$ cat config.mk
export PLATFORM = sky130hd
export DESIGN_NAME = alu_result_latch_flat
export DESIGN_NICKNAME = d
export VERILOG_FILES = /design/src/rtl/alu_result_latch_if.sv /design/src/rtl/alu_result_latch.sv /design/src/flat_wrapper.sv
export SDC_FILE = /design/constraint.sdc
export NUM_CORES = 1
export LEC_CHECK = 0
export CAP_MARGIN = 20
export CORE_UTILIZATION = 41
export CTS_BUF_LIST = sky130_fd_sc_hd__clkbuf_4 sky130_fd_sc_hd__clkbuf_8 sky130_fd_sc_hd__clkbuf_16
export DETAILED_ROUTE_END_ITERATION = 8
export PLACE_DENSITY_LB_ADDON = 0.05
export RECOVER_POWER = 100
export SYNTH_ARGS = -nofsm -noshare
export SYNTH_HDL_FRONTEND = slang
export SYNTH_SLANG_ARGS = --single-unit
$ cat constraint.sdc
create_clock -name clock -period 1.67 [get_ports clock]
set_input_delay 0.334 -clock clock [delete_from_list [all_inputs] [get_ports clock]]
set_output_delay 0.334 -clock clock [all_outputs]
set_load 0.005 [all_outputs]
$ cat src/rtl/alu_result_latch_if.sv
// Handshake bundle between the ALU, the result latch and the data bus.
// Also holds the flag bit positions shared by the latch and its users.
`ifndef CARRY_FLAG
`define CARRY_FLAG 0
`endif
`ifndef ZERO_FLAG
`define ZERO_FLAG 1
`endif
`ifndef NEG_FLAG
`define NEG_FLAG 2
`endif
`ifndef REM_FLAG
`define REM_FLAG 3
`endif

interface alu_result_latch_if;
  logic [15:0] alu_out;
  logic [3:0]  alu_flags;
  logic        in_valid;
  logic        in_ready;
  logic        bus_valid;
  logic        bus_ready;
  logic [7:0]  bus_data;
  logic        bus_hi;

  modport master (
    output alu_out, alu_flags, in_valid, bus_ready,
    input  in_ready, bus_valid, bus_data, bus_hi
  );

  modport slave (
    input  alu_out, alu_flags, in_valid, bus_ready,
    output in_ready, bus_valid, bus_data, bus_hi
  );
endinterface

$ cat src/rtl/alu_result_latch.sv
// ALU latch stage: result FIFO toward the data bus plus the architectural flag register.
// Define ALU_LATCH_WIDE_EN to store the high byte and drain each entry in two beats.
module alu_result_latch #(
  parameter  int DEPTH = 2,
  localparam int PTR_W = $clog2(DEPTH)
) (
  input  logic             clock,
  input  logic             reset,
  alu_result_latch_if.slave io,
  input  logic             flush,
  output logic [3:0]       flags_q,
  output logic [PTR_W:0]   count
);

`ifdef ALU_LATCH_WIDE_EN
  localparam int ENTRY_W = 16;
`else
  localparam int ENTRY_W = 8;
`endif
  localparam logic [PTR_W:0]   FULL    = (PTR_W+1)'(DEPTH);
  localparam logic [PTR_W:0]   CNT_ONE = (PTR_W+1)'(1);
  localparam logic [PTR_W-1:0] PTR_ONE = PTR_W'(1);

  logic [ENTRY_W-1:0] mem [DEPTH];
  logic [PTR_W-1:0]   wr_ptr;
  logic [PTR_W-1:0]   rd_ptr;
  logic [ENTRY_W-1:0] head;
  logic               push;
  logic               beat;
  logic               pop;
  logic               unused_bits;

  function automatic logic [3:0] next_flags(input logic carry, input logic neg,
                                            input logic [7:0] lo);
    logic [3:0] f;
    f = 4'b0000;
    f[`CARRY_FLAG] = carry;
    f[`NEG_FLAG]   = neg;
    f[`ZERO_FLAG]  = (lo == 8'h00);
    return f;
  endfunction

  // Ready/valid come straight from the registered occupancy, so a full FIFO
  // refuses a push even when the bus drains an entry on the same edge.
  assign io.in_ready  = (count != FULL);
  assign io.bus_valid = (count != '0);
  assign push         = io.in_valid & io.in_ready;
  assign beat         = io.bus_valid & io.bus_ready;
  assign head         = mem[rd_ptr];

`ifdef ALU_LATCH_WIDE_EN
  logic phase;

  assign pop         = beat & phase;
  assign io.bus_hi   = phase;
  assign io.bus_data = io.bus_valid ? (phase ? head[15:8] : head[7:0]) : 8'h00;
  assign unused_bits = ^{io.alu_flags[`ZERO_FLAG], io.alu_flags[`REM_FLAG]};

  always_ff @(posedge clock or negedge reset) begin
    if (!reset) begin
      phase <= 1'b0;
    end else if (flush) begin
      phase <= 1'b0;
    end else if (beat) begin
      phase <= ~phase;
    end
  end
`else
  assign pop         = beat;
  assign io.bus_hi   = 1'b0;
  assign io.bus_data = io.bus_valid ? head : 8'h00;
  assign unused_bits = ^{io.alu_flags[`ZERO_FLAG], io.alu_flags[`REM_FLAG],
                         io.alu_out[15:8]};
`endif

  // Storage is data-only; stale entries are never visible because bus_data is gated by count.
  always_ff @(posedge clock) begin
    if (push) begin
      mem[wr_ptr] <= io.alu_out[ENTRY_W-1:0];
    end
  end

  always_ff @(posedge clock or negedge reset) begin
    if (!reset) begin
      count   <= '0;
      wr_ptr  <= '0;
      rd_ptr  <= '0;
      flags_q <= 4'b0000;
    end else if (flush) begin
      count  <= '0;
      wr_ptr <= '0;
      rd_ptr <= '0;
    end else begin
      if (push) begin
        wr_ptr  <= wr_ptr + PTR_ONE;
        flags_q <= next_flags(io.alu_flags[`CARRY_FLAG], io.alu_flags[`NEG_FLAG],
                              io.alu_out[7:0]);
      end
      if (pop) begin
        rd_ptr <= rd_ptr + PTR_ONE;
      end
      case ({push, pop})
        2'b10:   count <= count + CNT_ONE;
        2'b01:   count <= count - CNT_ONE;
        default: count <= count;
      endcase
    end
  end

endmodule
$ cat src/flat_wrapper.sv
// flat-port wrapper written by rule: the top's interface ports become plain ports
module alu_result_latch_flat 
#(
  parameter  int DEPTH = 2,
  localparam int PTR_W = $clog2(DEPTH)
)
  (clock, reset, flush, flags_q, count, io_alu_out, io_alu_flags, io_in_valid, io_bus_ready, io_in_ready, io_bus_valid, io_bus_data, io_bus_hi);
  alu_result_latch_if io_i ();
  input  logic clock;
  input  logic reset;
  input  logic flush;
  output logic [3:0] flags_q;
  output logic [PTR_W:0] count;
  input wire logic [$bits(io_i.alu_out)-1:0] io_alu_out;
  input wire logic [$bits(io_i.alu_flags)-1:0] io_alu_flags;
  input wire logic [$bits(io_i.in_valid)-1:0] io_in_valid;
  input wire logic [$bits(io_i.bus_ready)-1:0] io_bus_ready;
  output wire logic [$bits(io_i.in_ready)-1:0] io_in_ready;
  output wire logic [$bits(io_i.bus_valid)-1:0] io_bus_valid;
  output wire logic [$bits(io_i.bus_data)-1:0] io_bus_data;
  output wire logic [$bits(io_i.bus_hi)-1:0] io_bus_hi;
  assign io_i.alu_out = io_alu_out;
  assign io_i.alu_flags = io_alu_flags;
  assign io_i.in_valid = io_in_valid;
  assign io_i.bus_ready = io_bus_ready;
  assign io_in_ready = io_i.in_ready;
  assign io_bus_valid = io_i.bus_valid;
  assign io_bus_data = io_i.bus_data;
  assign io_bus_hi = io_i.bus_hi;
  alu_result_latch #(.DEPTH(DEPTH)) u_core (.clock(clock), .reset(reset), .io(io_i), .flush(flush), .flags_q(flags_q), .count(count));
endmodule
=== Yosys cells after proc, flatten, opt, wreduce, memory -nomap -nowiden ===
Memories as Yosys holds them, arrays and structs flattened.
Cells that the tools add are included.

* Register bits after elaboration: 7
* Latch bits: 0
* Bits in writable memories: 16
* Bits in read-only memories: 0
* Bits of input ports: 25
* Output and inout bits: 17
* Word-level logic and storage cells: 30
* Memories: 1

{| class="wikitable"
|+ Memories
! name !! words !! width !! read ports !! clocked after memory_dff !! wr ports !! RTL line !! text
|-
| u_core.mem || 2 || 8 || 1 || 0 || 1 || alu_result_latch.sv:24 || <nowiki>logic [ENTRY_W-1:0] mem [DEPTH];</nowiki>
|}

* Add/sub/neg operators: 4
* Multipliers: 0
* Div/mod/pow operators: 0
* Order comparisons: 0
* Eq/ne operators: 3
* Shift-type cells: 0
* Mux-type cells: 9
* Bitwise logic cells: 3
* Reductions and logical operators: 6

{| class="wikitable"
|+ Operators by type and width
! kind !! number
|-
| 8-bit logical NOT || 1
|-
| 8-bit two-way mux || 1
|-
| 1-bit two-way mux || 6
|-
| 2-bit nonzero test || 3
|-
| 2-bit case mux with 2 select lines || 1
|-
| 3-bit nonzero test || 1
|-
| 1-bit adder, second input constant || 2
|-
| 2-bit by 1-bit adder with 2-bit output, second input constant || 1
|-
| 1-bit AND || 2
|-
| 2-bit by 1-bit equality test with 1-bit output, second input constant || 1
|-
| 2-bit equality test, second input constant || 1
|-
| 2-bit two-way mux || 1
|-
| 2-bit inequality test, second input constant || 1
|-
| 2-bit AND reduction || 1
|-
| 2-bit by 1-bit subtractor with 2-bit output, second input constant || 1
|-
| 1-bit NOT || 1
|}

=== Logic depth before layout (Yosys ltp) ===
* Depth after elaboration: 5
* Depth in mapped cells: 4
* Gate-level depth less buffers: 4

=== Worst setup path after synthesis ===
Ideal clock, no wire load.

* Kind: register -> register
* Start point: register u_core.count[1]
* End point: memory u_core.mem[0][0] (enable)
* Library setup time: 324 ps
* Data arrival time: 1,114 ps
* Path slack: 232 ps
* Cell stages (with the launch flop): 4
* Buffers on the path: 0
* Period minus slack after synthesis: 1,438 ps
* Cells stage by stage: dfrtp_1 nor2b_4 or3_4 inv_1

* Cells in the longest elaborated chain, start to end: 4

{| class="wikitable"
|+ RTL lines
! element !! RTL line !! text
|-
| from (decl) || alu_result_latch.sv:12 || <nowiki>output logic [PTR_W:0] count</nowiki>
|-
| from (signal assigned) || alu_result_latch.sv:103 || <nowiki>2'b10: count <= count + CNT_ONE;</nowiki>
|-
| from (signal assigned) || alu_result_latch.sv:104 || <nowiki>2'b01: count <= count - CNT_ONE;</nowiki>
|-
| from (signal assigned) || alu_result_latch.sv:105 || <nowiki>default: count <= count;</nowiki>
|-
| 2-bit inequality test || alu_result_latch.sv:45 || <nowiki>assign io.in_ready = (count != FULL);</nowiki>
|-
| 1-bit AND || alu_result_latch.sv:47 || <nowiki>assign push = io.in_valid & io.in_ready;</nowiki>
|-
| 1-bit two-way mux || alu_result_latch.sv:78 || <nowiki>if (push) begin</nowiki>
|-
| 1-bit two-way mux (implied by the code) || alu_result_latch.sv:79 || <nowiki>mem[wr_ptr] <= io.alu_out[ENTRY_W-1:0];</nowiki>
|-
| to (decl) || alu_result_latch.sv:24 ||
|}

Every way passes these cells.

=== Worst setup path in the final report ===
* Start point: register u_core.flags_q[1]
* End point: output port flags_q[1]

{| class="wikitable"
|+ RTL lines
! element !! RTL line !! text
|-
| from (decl) || alu_result_latch.sv:11 || <nowiki>output logic [3:0] flags_q,</nowiki>
|-
| from (signal assigned) || alu_result_latch.sv:96 || <nowiki>flags_q <= next_flags(io.alu_flags[`CARRY_FLAG], io.alu_flags[`NEG_FLAG],</nowiki>
|-
| to (decl) || flat_wrapper.sv:12 || <nowiki>output logic [3:0] flags_q;</nowiki>
|}

No word-level cell between the ends.

==> impl_metrics.json <==
{
  "async_reset_ff_frac": 0.304,
  "synth_top_area_share": 0.476,
  "cts_tree": "done",
  "vias_per_cell": 4.73,
  "max_freq_ghz": 0.619,
  "die_x_um": 51.6,
  "initial_core_util": 0.447,
  "cts_buffers": 3,
  "n_antenna_cell": 0,
  "hp-class": "primary input to async pin",
  "avgSynthCellArea_um2": 13.8,
  "die_y_um": 51.6,
  "gp_congestion": 0.701,
  "ys_types": 25,
  "crit_type": "flop to primary output",
  "root_buffer": "clkbuf_4",
  "slew_violations": 0,
  "synth-edff-count": 16,
  "path_cells": "dlygate4sd3_1",
  "crit_path_end_kind": "primary output",
  "synth_area_leaders": "edfxtp_1, dfrtp_1, mux2i_1",
  "dieArea_um2": 2660,
  "dp_hpwl_mm": 1.32,
  "netlist_instances": 73,
  "fin_hold_ws_ps": 344,
  "layout_commonest_cell": "edfxtp_1",
  "io_pins": 42,
  "rsz0062_at_grt": "false",
  "htreeDepth": 1,
  "grt_pass1_vias": 691,
  "fin_crit_ps": 1620,
  "cp.buffers_inverters": 1,
  "cp_top_family": "buffers and inverters",
  "setup_viol": 0,
  "finalCritPeriodShare": 0.967,
  "area_growth_syn_to_layout_pct": 42.8,
  "fp.coreArea_um2": 2250,
  "p_leak_nw": 0.602,
  "drc": 0,
  "ys.flop_type": "edfxtp_1",
  "status": "complete, no violations",
  "antenna_found_initial": 0,
  "total_power_mw": 1.17,
  "dr_total_vias": 723,
  "final_util": 0.639,
  "power_density_nw_per_um2": 811,
  "firstDrtPassIters": 3,
  "fin_skew_ps": 1.68,
  "vdd_drop_max_mv": 0.473,
  "cts_buffer_depth": 2,
  "grt_overflow": 0,
  "yosys_warnings": 0,
  "clk_pin_slew_ps": 120,
  "cap_violations": 0,
  "num_rows": 17,
  "drtIter0Drc": 9,
  "wl_per_cell_um": 12.3,
  "syn-cell-area_um2": 1010,
  "wl_mm": 1.88,
  "setup_tns_ps": 0,
  "worstPathArrival_ps": 1280,
  "clk_latency_ps": 300,
  "drtAntennaViolNets": 0,
  "cpPeakStageDelay_ps": 580,
  "hold_viol": 0,
  "required_ps": 1340,
  "worst-path-max-fanout": 2,
  "yosys.area.top_type": "edfxtp_1",
  "fin_nets": 151,
  "post_dp_cell_area_um2": 1410,
  "grt_max_degree": 13,
  "drive_gt1_frac": 0.272,
  "crit_path_top_delay_cell": "dlygate4sd3_1",
  "critPathLaunchType": "flop",
  "ys_seq_area_frac": 0.650,
  "layout_common_cells": "edfxtp_1, dlygate4sd3_1, nor2_1, mux2i_1, buf_4",
  "grt_usage": 0.159,
  "design_area_um2": 1440,
  "cts_sinks": 23,
  "port_buffers": 29,
  "grt_pass1_wl_mm": 3.06,
  "ys_ff_latch": 23
}
==> kinds of logic (layout without fill, tap and decap cells) <==
family	count (synthesis)	count (layout)	share of synthesized area
compound gates	8	8	0.0484
xor+xnor	1	1	0.00869
buf+inv	8	59	0.0385
flops	23	23	0.650
mux	12	12	0.129
other cells	1	2	0.00372
simple gates	20	20	0.122
==> registers in the layout, indices dropped and copies added, names as in the netlist <==
| register | count |
|---|---|
| u_core.count | 2 |
| u_core.rd_ptr | 1 |
| u_core.wr_ptr | 1 |
| u_core.flags_q | 3 |
| u_core.mem | 16 |
==> what timing repair did <==
| item | in CTS | in global routing |
|---|---|---|
| endpoints found under the setup margin | 11 | 9 |
| setup buffers | 8 | 2 |
| hold buffers | 0 | 0 |
| cloned | 0 | 0 |
| gates resized for setup | 15 | 21 |
| pin swaps | 1 | 1 |
==> path summary, 6_finish.rpt <==
path	startpoint	end	slack, ps	depth (start not counted)
setup reg to reg	u_core.count[1]	u_core.mem[0][0]	80	6
max in group asynchronous	reset	u_core.rd_ptr	1070	1
min in group clock	u_core.flags_q[2]	u_core.flags_q[2]	500	1
setup / recovery	u_core.flags_q[1]	flags_q[1]	50	1
hold / removal	reset	u_core.flags_q[2]	340	1
hold reg to reg	u_core.flags_q[2]	u_core.flags_q[2]	500	1
==> metrics by stage <==
stage	instances	setup slack [ps]
after floorplan	74	232
after global placement	139	-98.2
after detailed placement	139	-102
after CTS	151	-47.7
after global routing	153	3.28
final	153	54.5
==> cell usage after synthesis (2+ instances only) <==
cell	count
nor2_1	10
edfxtp_1	16
inv_2	2
a21oi_1	3
mux2_4	2
inv_1	3
buf_4	2
nor4_1	2
dfrtp_1	7
mux2i_1	10
o21ai_0	2
==> routing by layer <==
metal / GRT usage / up-vias / part of all wire / wire length, um
li1: - / 364 / - / -
met1: 0.201 / 340 / 0.45 / 844
met2: 0.271 / 17 / 0.50 / 935
met3: 0.0322 / 2 / 0.046 / 86
met4: 0.0541 / 0 / 0.0085 / 16
met5: 0 / - / 0 / 0
==> cell type report <==
cell class	count	area, um2
inverters	5	18.8
repair buffers	50	404
fillers	198	815
multi-input cells	43	295
flip-flops and latches	23	657
clock buffers	4	30.0
well taps	28	35.0
==> report_power, final <==
part,internal [mW],total [mW],switching (mW)
clock network,0.109,0.269,0.160
logic,0.136,0.236,0.100
registers,0.651,0.664,0.0122
No activity file was read; power rests on OpenSTA's default activity.
==> edit 1: new RTL, config.mk and constraints unchanged <==
Build with the macro `ALU_LATCH_WIDE_EN` defined.
--- a/src/rtl/alu_result_latch.sv
+++ b/src/rtl/alu_result_latch.sv
@@ -2,2 +2,4 @@
 // Define ALU_LATCH_WIDE_EN to store the high byte and drain each entry in two beats.
+`define ALU_LATCH_WIDE_EN
+
 module alu_result_latch #(
Check against the original RTL: not equivalent (Yosys sat finds a counterexample within 4 cycles, from zero or initial values and one cycle with reset low).
==> edit 1 against the original RTL <==
- the flow now finishes with violations (setup timing)
- routed wire length rose by 68%
- global-route usage rose by 1.2 points
- via count rose by 42%
- sequential power rose by 76%
- sequential share of layout area rose by 3.1 points
- cell count rose by 36%
- clock power rose to 2.9 times the old value
- combinational power rose by 68%
- cell area rose by 66%
- setup slack got worse by 400 ps
- power rose by 100%
- maximum frequency fell by 20%
- synthesized area rose by 65%
- sequential cell count rose by 17
- critical path type unchanged
==> edit 1: results (changes against the original RTL) <==
Global route
  • Met1 GRT Util: 19.6% (-0.54 points)
  • GR Util met2: 29.2% (+2.2 points)
  • Tot GR Track Use: 17.1% (+1.2 points)
  • Largest net degree at the start of global routing: 17 (+4)

Pwr
  • Leak: 0.000945 µW (+57%)
  • Internal: 1830 µW (+100%)
  • Net Sw Power: 514 µW (+89%)

Logic synthesis
  • Synth area leaders: edfxtp_1 (58%), dfrtp_1 (12%), mux4_2 (11%)
  • Synth cell count leaders: edfxtp_1 (32), dfrtp_1 (8), mux4_2 (8), nor2b_1 (6)
  • Asr flop ratio synth: 20.0% (-10 points)
  • EDFF count, synth: 32 (+16)

Timing
  • Final setup violation count: 9 (+9)
  • PnR worst setup slack: -347 ps (-401 ps)
  • Final setup TNS: -2360 ps (-2360 ps)
  • Fin Hold WS: 388 ps (+44.2 ps)

Layout
  • Layout clock buffers: 5 (+1)
  • Final layout net count: 184 (+22%)
  • Top Registers: u_core.mem: 32 flops, u_core.flags_q: 3 flops, u_core.count: 2 flops
  • Share of cells above drive strength 1: 33.8% (+6.6 points)
  • Non-clk buf share: 24.0% (-4.0 points)
  • Layout fillers: 282 (+42%)
  • Footprint of the multi-input gates: 462 µm² (+56%)

Drt
  • M1 WL: 1.37 mm (+62%)
  • Drt first pass iters: 4 (+1)
  • Routed WL: 3.16 mm (+68%)
  • WL met3: 150 µm (+74%)

Clocking
  • PostCTS Resize Cnt: 40 (+25)
  • Root Buffer: clkbuf_8
  • H-Tree Depth: 2 (+1)
  • Sink Count: 40 (+74%)
  • Post-CTS setup buffers: 6 (-2)
  • Reg clk slew, reported paths: 70 ps (-50 ps)

Critical path
  • Worst-path fanout max: 3 (+1)
  • Worst R2R Setup Slack: 10 ps (-70 ps)
  • CP max stage cell: mux4_2

Status
  • Failing checks: setup timing
  • Status: finished with violations

Placed design
  • Placed cell count: 192 (+38%)
  • Pre-CTS setup slack: -263 ps (-160 ps)
edit 1: changes by cell type after synthesis, sizes merged, moves of 3 or more:
cell	delta
a21oi	-3
edfxtp	+16
mux2i	-9
mux4	+8
nand2	+3
nor2	-8
nor2b	+8
edit 1: kinds of logic after synthesis:
| family | after synthesis | share of synthesized area [%] |
|---|---|---|
| mux | 11 | 12.8 |
| compound gates | 9 | 4.13 |
| buf+inv | 9 | 2.85 |
| simple gates | 23 | 9.77 |
| flops | 40 | 69.7 |
| xor+xnor | 1 | 0.526 |
| other cells | 1 | 0.225 |
edit 1: final timing paths:
check / to / startpoint / depth (start not counted)
setup / recovery: io_bus_data[5] / u_core.rd_ptr / 5
hold / removal: u_core.wr_ptr / reset / 1
setup reg to reg: u_core.mem[0][4] / u_core.count[0] / 5
hold reg to reg: u_core.flags_q[2] / u_core.flags_q[2] / 1
max in group asynchronous: u_core.rd_ptr / reset / 1
min in group clock: u_core.flags_q[2] / u_core.flags_q[2] / 1
==> edit 2: new RTL, config.mk and constraints unchanged <==
Without the edit above. Register the output `flags_q` once more, cleared by the reset; this adds one clock of latency there. The other outputs are not delayed to match.
--- a/src/rtl/alu_result_latch.sv
+++ b/src/rtl/alu_result_latch.sv
@@ -22,2 +22,4 @@
   localparam logic [PTR_W-1:0] PTR_ONE = PTR_W'(1);
+
+  logic [3:0] flags_q_s0;
 
@@ -87,3 +89,3 @@
       rd_ptr  <= '0;
-      flags_q <= 4'b0000;
+      flags_q_s0 <= 4'b0000;
     end else if (flush) begin
@@ -95,3 +97,3 @@
         wr_ptr  <= wr_ptr + PTR_ONE;
-        flags_q <= next_flags(io.alu_flags[`CARRY_FLAG], io.alu_flags[`NEG_FLAG],
+        flags_q_s0 <= next_flags(io.alu_flags[`CARRY_FLAG], io.alu_flags[`NEG_FLAG],
                               io.alu_out[7:0]);
@@ -109,2 +111,10 @@
 
+  always_ff @(posedge clock or negedge reset) begin
+    if (!reset) begin
+      flags_q <= '0;
+    end else begin
+      flags_q <= flags_q_s0;
+    end
+  end
+
 endmodule
Check against the original RTL: not equivalent (a bounded check fails within 4 cycles, from zero or initial values and one cycle with reset low).
==> edit 2 against the original RTL <==
- cell count up 2.6%
- power up 11%
- sequential power increased by 13%
- critical endpoint is now io_bus_data[7]
- routed wire length grew 2.4%
- hold slack improved by 42 ps
- first-iteration DRC count is 22% lower
- sequential cell count up 3
- synthesized area up 7.4%
- largest power group unchanged
- setup slack lost 50 ps
- cell area increased by 7.6%
- via count increased by 4.7%
- largest cell class unchanged
==> edit 2: results (changes against the original RTL) <==
Status
  • Status: complete, no violations

Clocking
  • Clock Tree Buf Depth: 2 (unchanged)
  • H-Tree Depth: 1 (unchanged)
  • Clk Latency, worst-skew pair: 300 ps (about the same)
  • Reg clk slew, reported paths: 130 ps
  • Clock buffer count from CTS: 3 (unchanged)
  • Root Buffer: clkbuf_4

Global route
  • Largest net degree at the start of global routing: 15 (+2)
  • Global-route wire length before repair: 3.17 mm (+3.6%)
  • Tot GR Track Use: 16.2% (+0.27 points)
  • Vias in the first global route: 711 (+2.9%)
  • Initial antenna violation count: 0 (unchanged)

Critical path
  • Cell family with most CP delay: buffers and inverters
  • R2R Path End: u_core.mem[0][1]
  • Critical Path End: io_bus_data[7]
  • Worst flop-to-flop path startpoint: u_core.count[1]
  • Worst R2R Path Depth: 5 (-1)
  • CP max stage delay: 410 ps (-170 ps)
  • Worst Setup SP: u_core.count[0]
  • Worst-path fanout max: 4 (+2)
  • Worst R2R Setup Slack: 70 ps
  • CP max stage cell: dfrtp_1
  • WP data arrival: 1330 ps (+50 ps)

Pwr
  • Leak: 0.000653 µW (+8.4%)
  • VDD IR-drop max: 683 µV (+44%)

Logic synthesis
  • Synth area leaders: edfxtp_1 (44%), dfrtp_1 (23%), mux2i_1 (9.2%)
  • Asr flop ratio synth: 38.5% (+8.0 points)
  • Seq/Total Area, Yosys: 67.4% (+2.4 points)
  • Unique masters post-synth: 25 (unchanged)
  • Top FF cell, synth: edfxtp_1
  • Synth Warn #: 0 (unchanged)
  • Synth cell count leaders: edfxtp_1 (16), dfrtp_1 (10), mux2i_1 (10), nor2_1 (10)
  • EDFF count, synth: 16 (unchanged)

Placed design
  • Placed inst area: 0.00149 mm² (+5.3%)
  • Port buffer count: 29 (unchanged)
  • Detailed Place HPWL: 1.32 mm (-0.11%)
  • Gp weighted congestion: 0.770 (+9.9%)

Layout
  • Layout fillers: 219 (+11%)
  • Final layout net count: 153 (+1.3%)
  • Antenna diodes: 0 (unchanged)
  • Share of cells above drive strength 1: 30.7% (+3.5 points)
  • Top Registers: u_core.mem: 16 flops, u_core.flags_q: 3 flops, u_core.flags_q_s0: 3 flops

Drt
  • Avg WL per Cell: 12.3 µm (-0.22%)
  • Drt first pass iters: 4 (+1)
  • DR iter-0 viols: 7 (-2)
  • DR vias: 757 (+4.7%)

Min path
  • HP Class: in2async

Timing
  • Clk_skew: 2.22 ps (+0.532 ps)
[edit 2: worst min path at each step]
| stage | startpoint | end | slack [ps] |
|---|---|---|---|
| 2_1_floorplan | reset | u_core.count[0] | 40 |
| 3_3_place_gp | u_core.flags_q_s0[0] | u_core.flags_q[0] | 360 |
| 3_5_place_dp | u_core.flags_q_s0[2] | u_core.flags_q[2] | 370 |
| 4_1_cts | reset | u_core.flags_q_s0[0] | 310 |
| 5_1_grt | reset | u_core.count[1] | 400 |
| 6_report | reset | u_core.flags_q_s0[0] | 390 |
[edit 2: area by class of cell]
cell class                 count  area share (%)
sequential                    26            47.3
multi-input combinational     43            20.4
tap                           30            2.42
clock buffer                   4            2.34
inverter                       5            1.21
timing repair buffer          49            26.4
[edit 2: through the flow]
stage	worst slack (ps)	util [%]	cells	TNS [ps]	power (µW)
global route	-87.8	62.5	157	-261	1380
floorplan	232	-	77	0	858
global placement	-102	60.1	142	-1280	1010
finish	4.83	62.5	157	0	1300
CTS	-50.7	64.1	156	-166	1340
detailed placement	-109	60.1	142	-1660	1010
[edit 2: worst register-to-register path, cell delays in order, from the launching register on]
cell      delay, ps
dfrtp_1         430
nor2b_4         140
clkbuf_1        120
or3_4           340
inv_1            60
clkbuf_2        230
[edit 2: what timing repair did]
item                       CTS  global route
setup endpoints to repair   12            11
gates resized for setup     42             8
pin swaps                    3             1
setup buffers               10             1
[edit 2: cells by family (layout without fill, tap and decap cells)]
group / Yosys count / after routing / synth area share (%)
DFF: 26 / 26 / 67.4
buffers and inverters: 8 / 58 / 3.58
AOI/OAI and AO/OA: 8 / 8 / 4.50
other: 1 / 2 / 0.346
muxes: 12 / 12 / 12.0
and+or+nand+nor: 20 / 20 / 11.3
xor gates and xnor gates: 1 / 1 / 0.808
[edit 2: metal layers]
layer	part of all wire (%)	global-route usage, %	vias to the layer above
li1	-	-	370
met1	39	18.1	371
met2	56	29.2	14
met3	3.9	3.45	2
met4	0.67	6.58	0
met5	0	0	-
[edit 2: where the power goes]
part	internal (µW)	total, µW	switching, µW
registers	732	748	15.9
logic	149	253	104
clock network	133	300	167
total	1010	1300	286
